File: src/rtl/day_time_pkg.sv
// Shared definitions for the digital clock time-set path: converter FSM
// states, BCD hour constants and the load-acknowledge timeout counter width.
package day_time_pkg;

  typedef enum logic [1:0] {
    ST_IDLE  = 2'd0,
    ST_CHECK = 2'd1,
    ST_CONV  = 2'd2,
    ST_LOAD  = 2'd3
  } conv_state_t;

  localparam logic [7:0] HOUR_NOON     = 8'h12;
  localparam logic [7:0] HOUR_MIDNIGHT = 8'h00;
  localparam logic [3:0] BCD_MAX_DIGIT = 4'd9;

  localparam int unsigned ACK_CNT_W = 8;

  // A 12-hour reading is legal only for 01..12 with both digits in BCD range.
  function automatic logic is_valid_hour12(input logic [3:0] ht, input logic [3:0] hu);
    logic ok;
    ok = 1'b0;
    if ((ht <= BCD_MAX_DIGIT) && (hu <= BCD_MAX_DIGIT)) begin
      if (ht == 4'd0) begin
        ok = (hu != 4'd0);
      end else if (ht == 4'd1) begin
        ok = (hu <= 4'd2);
      end
    end
    return ok;
  endfunction

endpackage

File: src/rtl/bcd_hour_add12.sv
// Adds twelve hours to a BCD hour (01..11 -> 13..23). Purely combinational,
// shared with the time-set logic.
module bcd_hour_add12
  import day_time_pkg::*;
(
  input  logic [3:0] i_ht,
  input  logic [3:0] i_hu,
  output logic [3:0] o_ht,
  output logic [3:0] o_hu
);

  logic [3:0] w_units_sum;
  logic       w_carry;

  // Units get +2 with decimal wrap; tens get +1 plus the units carry.
  always_comb begin
    w_units_sum = i_hu + 4'd2;
    w_carry     = (w_units_sum > BCD_MAX_DIGIT);
    o_hu        = w_carry ? (w_units_sum - 4'd10) : w_units_sum;
    o_ht        = i_ht + 4'd1 + {3'b000, w_carry};
  end

endmodule

File: src/rtl/day12_24.sv
// 12-hour to 24-hour BCD hour converter with load/ack handoff to the hour
// counter. Optional ack timeout: define DAY12_ACK_TIMEOUT_EN.
//
// state    | meaning
// ---------+-----------------------------------------------------------
// ST_IDLE  | waiting for start; inputs captured on the accepting edge
// ST_CHECK | validate captured hour, err pulse and back to idle if bad
// ST_CONV  | register the 24-hour result onto bcd_hto/bcd_huo
// ST_LOAD  | hold load until load_ack (or timeout when enabled)
module day12_24
  import day_time_pkg::*;
#(
  parameter int unsigned ACK_TIMEOUT = 255
) (
  input  logic       clk,
  input  logic       rst_n,
  input  logic       start,
  input  logic [3:0] bcd_ht,
  input  logic [3:0] bcd_hu,
  input  logic       pm,
  input  logic       load_ack,
  output logic       busy,
  output logic       load,
  output logic       done,
  output logic       err,
  output logic [3:0] bcd_hto,
  output logic [3:0] bcd_huo
);

  if ((ACK_TIMEOUT < 1) || (ACK_TIMEOUT > ((2 ** ACK_CNT_W) - 1))) begin : g_bad_timeout
    $error("day12_24: ACK_TIMEOUT out of range");
  end

  conv_state_t r_state;
  conv_state_t w_state_nxt;

  logic [3:0] r_ht;
  logic [3:0] r_hu;
  logic       r_pm;
  logic [3:0] r_hto;
  logic [3:0] r_huo;
  logic       r_done;
  logic       r_err;

  logic       w_capture;
  logic       w_done_nxt;
  logic       w_err_nxt;
  logic       w_timeout;
  logic [3:0] w_add_ht;
  logic [3:0] w_add_hu;
  logic [7:0] w_hour12;
  logic [7:0] w_hour24;

  bcd_hour_add12 u_add12 (
    .i_ht (r_ht),
    .i_hu (r_hu),
    .o_ht (w_add_ht),
    .o_hu (w_add_hu)
  );

`ifdef DAY12_ACK_TIMEOUT_EN
  localparam logic [ACK_CNT_W-1:0] ACK_LAST = ACK_CNT_W'(ACK_TIMEOUT - 1);

  logic [ACK_CNT_W-1:0] r_ack_cnt;

  // Counts LOAD cycles without ack; cleared on the way into LOAD.
  always_ff @(posedge clk or negedge rst_n) begin
    if (!rst_n) begin
      r_ack_cnt <= '0;
    end else if (r_state == ST_CONV) begin
      r_ack_cnt <= '0;
    end else if ((r_state == ST_LOAD) && !load_ack) begin
      r_ack_cnt <= r_ack_cnt + 1'b1;
    end
  end

  assign w_timeout = (r_ack_cnt == ACK_LAST);
`else
  assign w_timeout = 1'b0;
`endif

  // 12h -> 24h mapping: 12 AM is midnight, 12 PM stays, other PM hours +12.
  always_comb begin
    w_hour12 = {r_ht, r_hu};
    if (!r_pm) begin
      w_hour24 = (w_hour12 == HOUR_NOON) ? HOUR_MIDNIGHT : w_hour12;
    end else begin
      w_hour24 = (w_hour12 == HOUR_NOON) ? HOUR_NOON : {w_add_ht, w_add_hu};
    end
  end

  // Next-state and pulse decode; ack wins over a coincident timeout.
  always_comb begin
    w_state_nxt = r_state;
    w_capture   = 1'b0;
    w_done_nxt  = 1'b0;
    w_err_nxt   = 1'b0;
    case (r_state)
      ST_IDLE: begin
        if (start) begin
          w_capture   = 1'b1;
          w_state_nxt = ST_CHECK;
        end
      end
      ST_CHECK: begin
        if (is_valid_hour12(r_ht, r_hu)) begin
          w_state_nxt = ST_CONV;
        end else begin
          w_err_nxt   = 1'b1;
          w_state_nxt = ST_IDLE;
        end
      end
      ST_CONV: begin
        w_state_nxt = ST_LOAD;
      end
      ST_LOAD: begin
        if (load_ack) begin
          w_done_nxt  = 1'b1;
          w_state_nxt = ST_IDLE;
        end else if (w_timeout) begin
          w_err_nxt   = 1'b1;
          w_state_nxt = ST_IDLE;
        end
      end
      default: begin
        w_state_nxt = ST_IDLE;
      end
    endcase
  end

  // State register and one-cycle status pulses.
  always_ff @(posedge clk or negedge rst_n) begin
    if (!rst_n) begin
      r_state <= ST_IDLE;
      r_done  <= 1'b0;
      r_err   <= 1'b0;
    end else begin
      r_state <= w_state_nxt;
      r_done  <= w_done_nxt;
      r_err   <= w_err_nxt;
    end
  end

  // Input capture on accept; the inputs are not looked at again afterwards.
  always_ff @(posedge clk or negedge rst_n) begin
    if (!rst_n) begin
      r_ht <= 4'd0;
      r_hu <= 4'd0;
      r_pm <= 1'b0;
    end else if (w_capture) begin
      r_ht <= bcd_ht;
      r_hu <= bcd_hu;
      r_pm <= pm;
    end
  end

  // Result registers only move in CONV so they hold across done/err.
  always_ff @(posedge clk or negedge rst_n) begin
    if (!rst_n) begin
      r_hto <= 4'd0;
      r_huo <= 4'd0;
    end else if (r_state == ST_CONV) begin
      r_hto <= w_hour24[7:4];
      r_huo <= w_hour24[3:0];
    end
  end

  assign busy    = (r_state != ST_IDLE);
  assign load    = (r_state == ST_LOAD);
  assign done    = r_done;
  assign err     = r_err;
  assign bcd_hto = r_hto;
  assign bcd_huo = r_huo;

endmodule

File: config.mk
export PLATFORM = sky130hd
export DESIGN_NAME = day12_24
export DESIGN_NICKNAME = d
export VERILOG_FILES = /design/src/rtl/day_time_pkg.sv /design/src/rtl/bcd_hour_add12.sv /design/src/rtl/day12_24.sv
export SDC_FILE = /design/constraint.sdc
export NUM_CORES = 1
export LEC_CHECK = 0
export CAP_MARGIN = 20
export CORE_ASPECT_RATIO = 1.25
export CORE_UTILIZATION = 35
export CTS_CLUSTER_SIZE = 28
export DETAILED_ROUTE_END_ITERATION = 10
export PLACE_DENSITY = 0.68
export SLEW_MARGIN = 20
export SYNTH_ARGS = -nofsm -noshare
export SYNTH_HDL_FRONTEND = slang
export SYNTH_SLANG_ARGS = --single-unit
File: constraint.sdc
create_clock -name clk -period 1.8 [get_ports clk]
set_input_delay 0.27 -clock clk [delete_from_list [all_inputs] [get_ports clk]]
set_output_delay 0.27 -clock clk [all_outputs]
set_load 0.005 [all_outputs]
==> flow_summary.ini <==
[routing]
routed_wl_um = 2270
avgRoutedWirePerCell_um = 12.7
ant_nets = 0
drt-pass1-iter-count = 4
post-route-drc-count = 0
route.vias.total = 893
drtIter0Drc = 20
via_per_inst = 5.02

[setup_path]
crit_start = r_hu[1]
path_class = flop to flop
reg2reg_slack_ns = 0.04
critPathLaunchType = flop
critPathCaptureType = flop
rr_endpoint = bcd_hto[2]
endpoint = bcd_hto[2]
arrival_ns = 1.94
cp_data_required_time_ns = 1.98
ff2ff_path_depth = 10
worstPathCellList = ha_4, xor2_2, o21ai_1, ha_2, inv_2, ha_4, nand2_2, and2_4, a21oi_2, o21ai_1
crit_fanout = 4
cpMaxStageDelayCell = dfrtp_2
r2r_start = r_hu[1]
cp_slowest_stage_delay_ns = 0.48

[die]
fp.coreArea_um2 = 2920
row_count = 22
io_pins = 25
die-area_um2 = 3280
die_w_um = 51.4
die-height_um = 63.7
initial_utilization_pct = 36.6

[global_routing]
gr-total-overflow = 0
first_global_vias = 868
grt_util_all_layers_pct = 15.0
grt_max_degree = 22
antenna_found_initial = 0
grt_pass1_wl_um = 3730

[yosys]
async_flop_share_pct = 100
yosys.cell_count.top_type = dfrtp_1
synth_fp_nets = 123
yosys_most_used_dff = dfrtp_1
netlist_area_um2 = 1070
yosys.area.top_type = dfrtp_1
synthTopCellsByCount = dfrtp_1, nand2_1, o21ai_0
netlist_instances = 106
synth_warnings = 0
synth_seq_area_share_pct = 49.2
synth-edff-count = 0
synth_cell_types = 33
synth_area_leaders = dfrtp_1, mux2_2, nand2_1
synth_top_area_share_pct = 49.2
syn_avg_cell_area_um2 = 10.1
synth-seq-cells = 21

[clocking]
cts-root-buf = clkbuf_4
htreeDepth = 1
clockBufferDepth = 2
cts.sinks = 21
cts_inserted_buffers = 3
cts_tree = built
clkTransAtPathRegs_ns = 0.12
clock_latency_ns = 0.31
ctsHoldBuffers = 0

[cells_and_area]
utilization_pct = 51.5
antenna_cells = 0
final_cell_count_no_fill = 178
final_cell_area_um2 = 1500
area_growth_pct = 40.9
nNetsFinal = 160
layout-drive-gt1-share_pct = 24.6

[sta]
fin_crit_sh_pct = 97.5
layout_min_cycle_time_ns = 1.76
rsz0062_at_grt = yes
fmax_mhz = 570
max_slew_margin_pct = 67.5
tightest_slew_ns = 0.488
setup_viol = 0
timing.hold.ws_ns = 0.282
finClkSkew_ns = 0.00408
finalHoldViolCount = 0
slew_violations = 0

[placement]
place.gp.congestion = 0.856
io_buffers = 24
dp_hpwl_um = 1620
place_area_um2 = 1400
placed_cells = 169

[power]
p_comb_share_pct = 54.4
p_int_mw = 1.60
leakagePower_nw = 0.651
pwr-share-clk_pct = 9.0
power.density_nw_per_um2 = 1710
p_sw_share_pct = 37.8
p_seq_share_pct = 36.6
max-vdd-ir-drop_mv = 0.839
switchingPower_mw = 0.972

[status]
outcome = finished clean

[run]
maxCapViolCount = 0

[min_path]
hp-class = input port to async pin
-- repair_timing --
item                       in CTS  in global routing
setup buffers                   3                  2
setup endpoints to repair       2                  3
gates resized for setup         2                 10
pin swaps                       3                  1
-- power by group through the flow --
| stage | clock (mW) | combinational [mW] | sequential [mW] |
|---|---|---|---|
| floorplan | 0 | 0.740 | 0.893 |
| global route | 0.263 | 1.55 | 0.983 |
| CTS | 0.242 | 1.28 | 0.923 |
| detailed placement | 0 | 1.20 | 0.937 |
| global placement | 0 | 1.17 | 0.921 |
| finish | 0.232 | 1.40 | 0.941 |
-- logic make-up (layout without fill, tap and decap cells) --
| group | after synthesis | in the layout | share of synthesized area, % |
|---|---|---|---|
| buf+inv | 9 | 45 | 3.28 |
| xor+xnor | 2 | 2 | 2.35 |
| flops | 21 | 21 | 49.2 |
| mux | 7 | 7 | 7.74 |
| fa+ha+maj | 4 | 4 | 4.69 |
| simple gates | 37 | 37 | 16.9 |
| compound gates | 26 | 26 | 15.8 |
-- routing by layer --
| layer | vias up | share of wire, % | track usage (%) |
|---|---|---|---|
| li1 | 445 | - | - |
| met1 | 424 | 41 | 17.7 |
| met2 | 20 | 54 | 26.9 |
| met3 | 4 | 3.7 | 2.38 |
| met4 | 0 | 1.4 | 5.07 |
| met5 | - | 0 | 0 |
-- cell type report --
| class | count | area (um^2) |
|---|---|---|
| Tap cell | 36 | 45.0 |
| Inverter | 6 | 22.5 |
| Clock buffer | 4 | 26.3 |
| Timing Repair Buffer | 35 | 325 |
| Multi-Input combinational cell | 76 | 556 |
| Fill cell | 293 | 1410 |
| Sequential cell | 21 | 529 |
-- sequential cells by signal, summed over array words and instances, names as in the netlist, named ones only --
name     count
bcd_hto      4
done         1
r_ht         4
err          1
r_pm         1
r_state      1
bcd_huo      4
r_hu         4
-- metrics by stage --
stage	setup TNS (ns)	power, mW	worst slack (ns)
final	0	2.57	0.0446
after global routing	-0.0288	2.80	-0.0288
after CTS	0	2.44	0.000933
after detailed placement	-0.0471	2.14	-0.0471
after global placement	0	2.09	0.0371
after floorplan	0	1.63	0.0176
-- critical path: cells and delay by family (launching register included) --
kind,cells,cell delay [ns]
flops,1,0.48
compound gates,3,0.27
buf+inv,1,0.07
fa+ha+maj,3,0.48
simple gates,2,0.21
xor+xnor,1,0.14
-- worst min-delay path by stage --
stage               start         end  slack [ns]  depth (start not counted)
6_report            rst_n  bcd_huo[3]        0.28                          2
5_1_grt             rst_n  bcd_hto[0]        0.30                          2
4_1_cts             rst_n  bcd_huo[3]        0.29                          2
3_5_place_dp   bcd_hto[0]  bcd_hto[0]        0.48                          2
3_3_place_gp   bcd_hto[1]  bcd_hto[1]        0.46                          2
2_1_floorplan       rst_n   async pin       -0.03                          0
-- cell usage in the layout, fill, tap and decap left out, types with 2 or more instances in the layout --
cell type and count:
nor2b_1 4, o21ai_0 6, buf_4 11, ha_4 3, mux2_2 6, clkdlybuf4s50_1 23, nand2b_1 2, inv_1 5
a21oi_1 4, clkbuf_4 3, dfrtp_1 18, dfrtp_2 3, nor3_1 2, nand4_1 3, o21ai_1 3, nor2_1 6
nand2_1 13, a22o_1 3
No activity file was read; power rests on OpenSTA's default activity.
==> edit 1: new RTL, same flow settings <==
Re-encode `conv_state_t` (4 states) as one-hot, 4 bits wide.
--- a/src/rtl/day_time_pkg.sv
+++ b/src/rtl/day_time_pkg.sv
@@ -4,7 +4,7 @@
 
-  typedef enum logic [1:0] {
-    ST_IDLE  = 2'd0,
-    ST_CHECK = 2'd1,
-    ST_CONV  = 2'd2,
-    ST_LOAD  = 2'd3
+  typedef enum logic [3:0] {
+    ST_IDLE  = 4'b0001,
+    ST_CHECK = 4'b0010,
+    ST_CONV  = 4'b0100,
+    ST_LOAD  = 4'b1000
   } conv_state_t;
Check against the original RTL: same outputs for any inputs over 10 cycles, from zero or initial values and one cycle with rst_n low; not proved beyond that.
==> edit 1 against the unedited design <==
Routed wire length grew 14%. Sequential share of layout area shrank 1.5 points. Core utilization grew 1.4 points. Area after synthesis grew 14%. Final area up 14%. Sequential cell count up 2. Total power is 29% lower. Setup slack improved by 12 ps. Maximum frequency is 0.68% higher. Final cell count grew 7.3%. Die area increased by 13%. Combinational power down 47%. Highest routed layer unchanged.
==> edit 1: results (changes against the unedited design) <==
metric,value,unit,change
hold_ws,351,ps,+69.0 ps
buffers,37,,+5.7%
crit_family,adder cells,,
crit_end,bcd_hto[2],,
grt_pass1_wl,4170,um,+12%
area_growth_syn_to_layout,41.6,%,
clock_latency,260,ps,-50 ps
power.leakage,0.745,nW,+14%
drt_iter0_drc,35,,+75%
worstMarginPinSlew,416,ps,-71.7 ps
synth_nets,133,,+8.1%
synth_mux_area_share,7.30,%,-0.43 points
synth_commonest_cells,"dfrtp_1, nand2_1, nor2_1",,
gp_congestion,0.754,,-12%
avgSynthCellArea,10.5,um2,+4.1%
ys_top_cells_by_area,"dfrtp_1, mux2_2, ha_1",,
max_freq,574,MHz,+0.68%
buf_share,19.5,%,-2.2 points
layout.filler_cells,284,,-3.1%
viasPerCell,5.17,,+3.0%
dp_hpwl,1860,um,+15%
synth_adder_area_share,4.12,%,-0.57 points
grt_max_degree,24,,+9.1%
finish.net_count,172,,+7.5%
drive_gt1_share,30.5,%,+5.9 points
ir_drop,0.730,mV,-13%
wl_per_cell,13.5,um,+6.0%
track_usage,15.7,%,+0.66 points
power.switching,643,uW,-34%
syn_area,0.00122,mm2,+14%
status,"finished, final reports clean",,
path_clk_slew,80,ps,-40 ps
synth_xor_xnor_area_share,1.44,%,-0.90 points
ys_ff_latch,23,,+9.5%
edit 1: cell count changes after synthesis, sizes merged, moves of 2 or more:
cell and delta:
a31oi +2, nor2 +2, nor4b +2, nand3 +4, nand2b -2, nor2b -2, inv +2
edit 1: per-layer routing:
metal	share of wire [%]	wire length (um)	vias to the layer above	global-route usage, %
met4	0.85	22	0	9.62
met1	42	1080	478	18.1
met5	0	0	-	0
met2	54	1400	19	26.7
li1	-	-	488	-
met3	2.9	76	2	2.00
edit 1: repair_timing:
| action | CTS | global route |
|---|---|---|
| buffers inserted | 2 | 2 |
| resized for setup | 6 | 15 |
| endpoints found under the setup margin | 4 | 3 |
| pin swaps | 1 | 3 |
edit 1: power groups by stage:
stage | clock, mW | sequential (mW) | combinational [mW]
final | 0.318 | 0.769 | 0.745
after floorplan | 0 | 0.720 | 0.389
after global placement | 0 | 0.736 | 0.582
after CTS | 0.328 | 0.738 | 0.625
after detailed placement | 0 | 0.744 | 0.600
after global routing | 0.357 | 0.784 | 0.833
==> edit 2: new RTL, config.mk and constraints unchanged <==
Without the edit above. Build with the macro `DAY12_ACK_TIMEOUT_EN` defined.
--- a/src/rtl/day12_24.sv
+++ b/src/rtl/day12_24.sv
@@ -9,2 +9,4 @@
 // ST_LOAD  | hold load until load_ack (or timeout when enabled)
+`define DAY12_ACK_TIMEOUT_EN
+
 module day12_24
Function: same outputs for any inputs over 10 cycles, from zero or initial values and one cycle with rst_n low; that may be too few to reach the edited logic, so the function may still have changed.
==> edit 2 against the unedited design <==
Final area grew 32%. Total power grew 27%. Critical endpoint unchanged. Area after synthesis grew 43%. Sequential cell count grew 8. Setup slack gained 4.6 ps. Combinational power grew 11%. Count of clock-buffer cells in the layout grew 2. Routed wire length grew 46%.
==> edit 2: results (changes against the unedited design) <==
metric,value,unit,change
status,"finished, final reports clean",,
inv_count,7,,+1
drt_iter0_drc,44,,+120%
grt_pass1_wl,5600,um,+50%
routed_wl,3310,um,+46%
use_met3,5.09,%,+2.7 points
holdCritPathClass,primary input to async pin,,
synth-seq-area-share,47.5,%,-1.7 points
wl_met2,1770,um,+45%
path_clk_slew,60,ps,-60 ps
clock_sinks,29,,+38%
drive_gt1_share,20.8,%,-3.9 points
use_met1,17.0,%,-0.64 points
buf_share,15.9,%,-5.7 points
grt_use_met2,30.6,%,+3.6 points
viasPerCell,5.22,,+4.0%
finish.net_count,201,,+26%
synth_nets,167,,+36%
combPwrFrac,48.1,%,-6.3 points
seqCellArea,728,um2,+38%
synth_warnings,0,,unchanged
worstMarginPinSlew,386,ps,-102 ps
reg2regPathDepth,9,,-1
numCtsBuffers,5,,+2
grt_pass1_vias,1331,,+53%
power.leakage,0.852,nW,+31%
multi_input_area,756,um2,+36%
path_max_fanout,3,,-1
cts.htree.levels,2,,+1
placedInstanceArea,0.00187,mm2,+34%
switching_share,37.8,%,about the same
ys_types,39,,+18%
synth_commonest_cells,"dfrtp_1, o21ai_0, nand2_1, a21oi_1",,
avgSynthCellArea,10.3,um2,+2.5%
reg2reg_from,r_hu[1],,
layout.filler_cells,403,,+38%
ys_top_cells_by_area,"dfrtp_1, mux2_2, ha_1",,
power_per_cell_area,1640,mW/mm2,-3.8%
finalClockSkew,7.21,ps,+3.12 ps
r2r_slack,50,ps,
num-multi-input-gates,105,,+38%
ir_drop,0.895,mV,+6.7%
crit_arrival,1960,ps,+20 ps
dp_hpwl,2470,um,+52%
clock_buffers,6,,+2
wl_met1,1300,um,+40%
dp_slack,-72.4,ps,-25.3 ps
grt_max_degree,30,,+36%
clkCellAreaFrac,4.17,%,+2.4 points
track_usage,17.0,%,+2.0 points
clock_latency,280,ps,-30 ps
routed-wl-met3,141,um,+70%
root_buffer,clkbuf_8,,
placedCellCount,230,,+36%
p_clk_share,15.7,%,+6.7 points
gp_congestion,0.798,,-6.7%
vias,1247,,+40%
[edit 2: critical path, cell delays in order, from the launching register on]
cell	delay, ps
dfrtp_1	430
ha_1	340
o21ai_2	130
ha_2	190
inv_2	40
ha_1	160
nand2_1	70
and2_1	130
a21oi_1	40
o21ai_1	150
[edit 2: how the worst max path moves through the flow]
stage | slack, ps | depth (start not counted) | to | startpoint
2_1_floorplan | 20 | 10 | bcd_hto[2] | r_hu[2]
3_3_place_gp | 30 | 10 | bcd_hto[2] | r_hu[2]
3_5_place_dp | -70 | 9 | bcd_hto[2] | r_hu[1]
4_1_cts | 7 | 9 | bcd_hto[2] | r_hu[1]
5_1_grt | -20 | 9 | bcd_hto[2] | r_hu[1]
6_report | 50 | 9 | bcd_hto[2] | r_hu[1]
[edit 2: metrics by stage]
stage	hold slack, ps	total power, mW	utilization, %
6_report	379	3.25	47.9
5_1_grt	406	3.50	47.9
4_1_cts	380	3.25	47.6
3_5_place_dp	469	2.69	45.3
3_3_place_gp	463	2.59	45.3
2_1_floorplan	-25.6	2.07	-
[edit 2: what timing repair did]
| item | CTS | global route |
|---|---|---|
| setup buffers | 1 | 0 |
| gates resized for setup | 4 | 3 |
| hold buffers | 0 | 0 |
| endpoints found under the setup margin | 1 | 4 |
| pin swaps | 2 | 1 |
| gates cloned | 0 | 0 |
[edit 2: cell families after synthesis]
logic type / Yosys count / share of synthesized area (%)
AOI/OAI and AO/OA: 41 / 16.4
DFF: 29 / 47.5
buffers and inverters: 14 / 4.75
and+or+nand+nor: 46 / 18.2
xor gates and xnor gates: 2 / 1.15
muxes: 10 / 7.13
adders and majority gates: 6 / 4.91
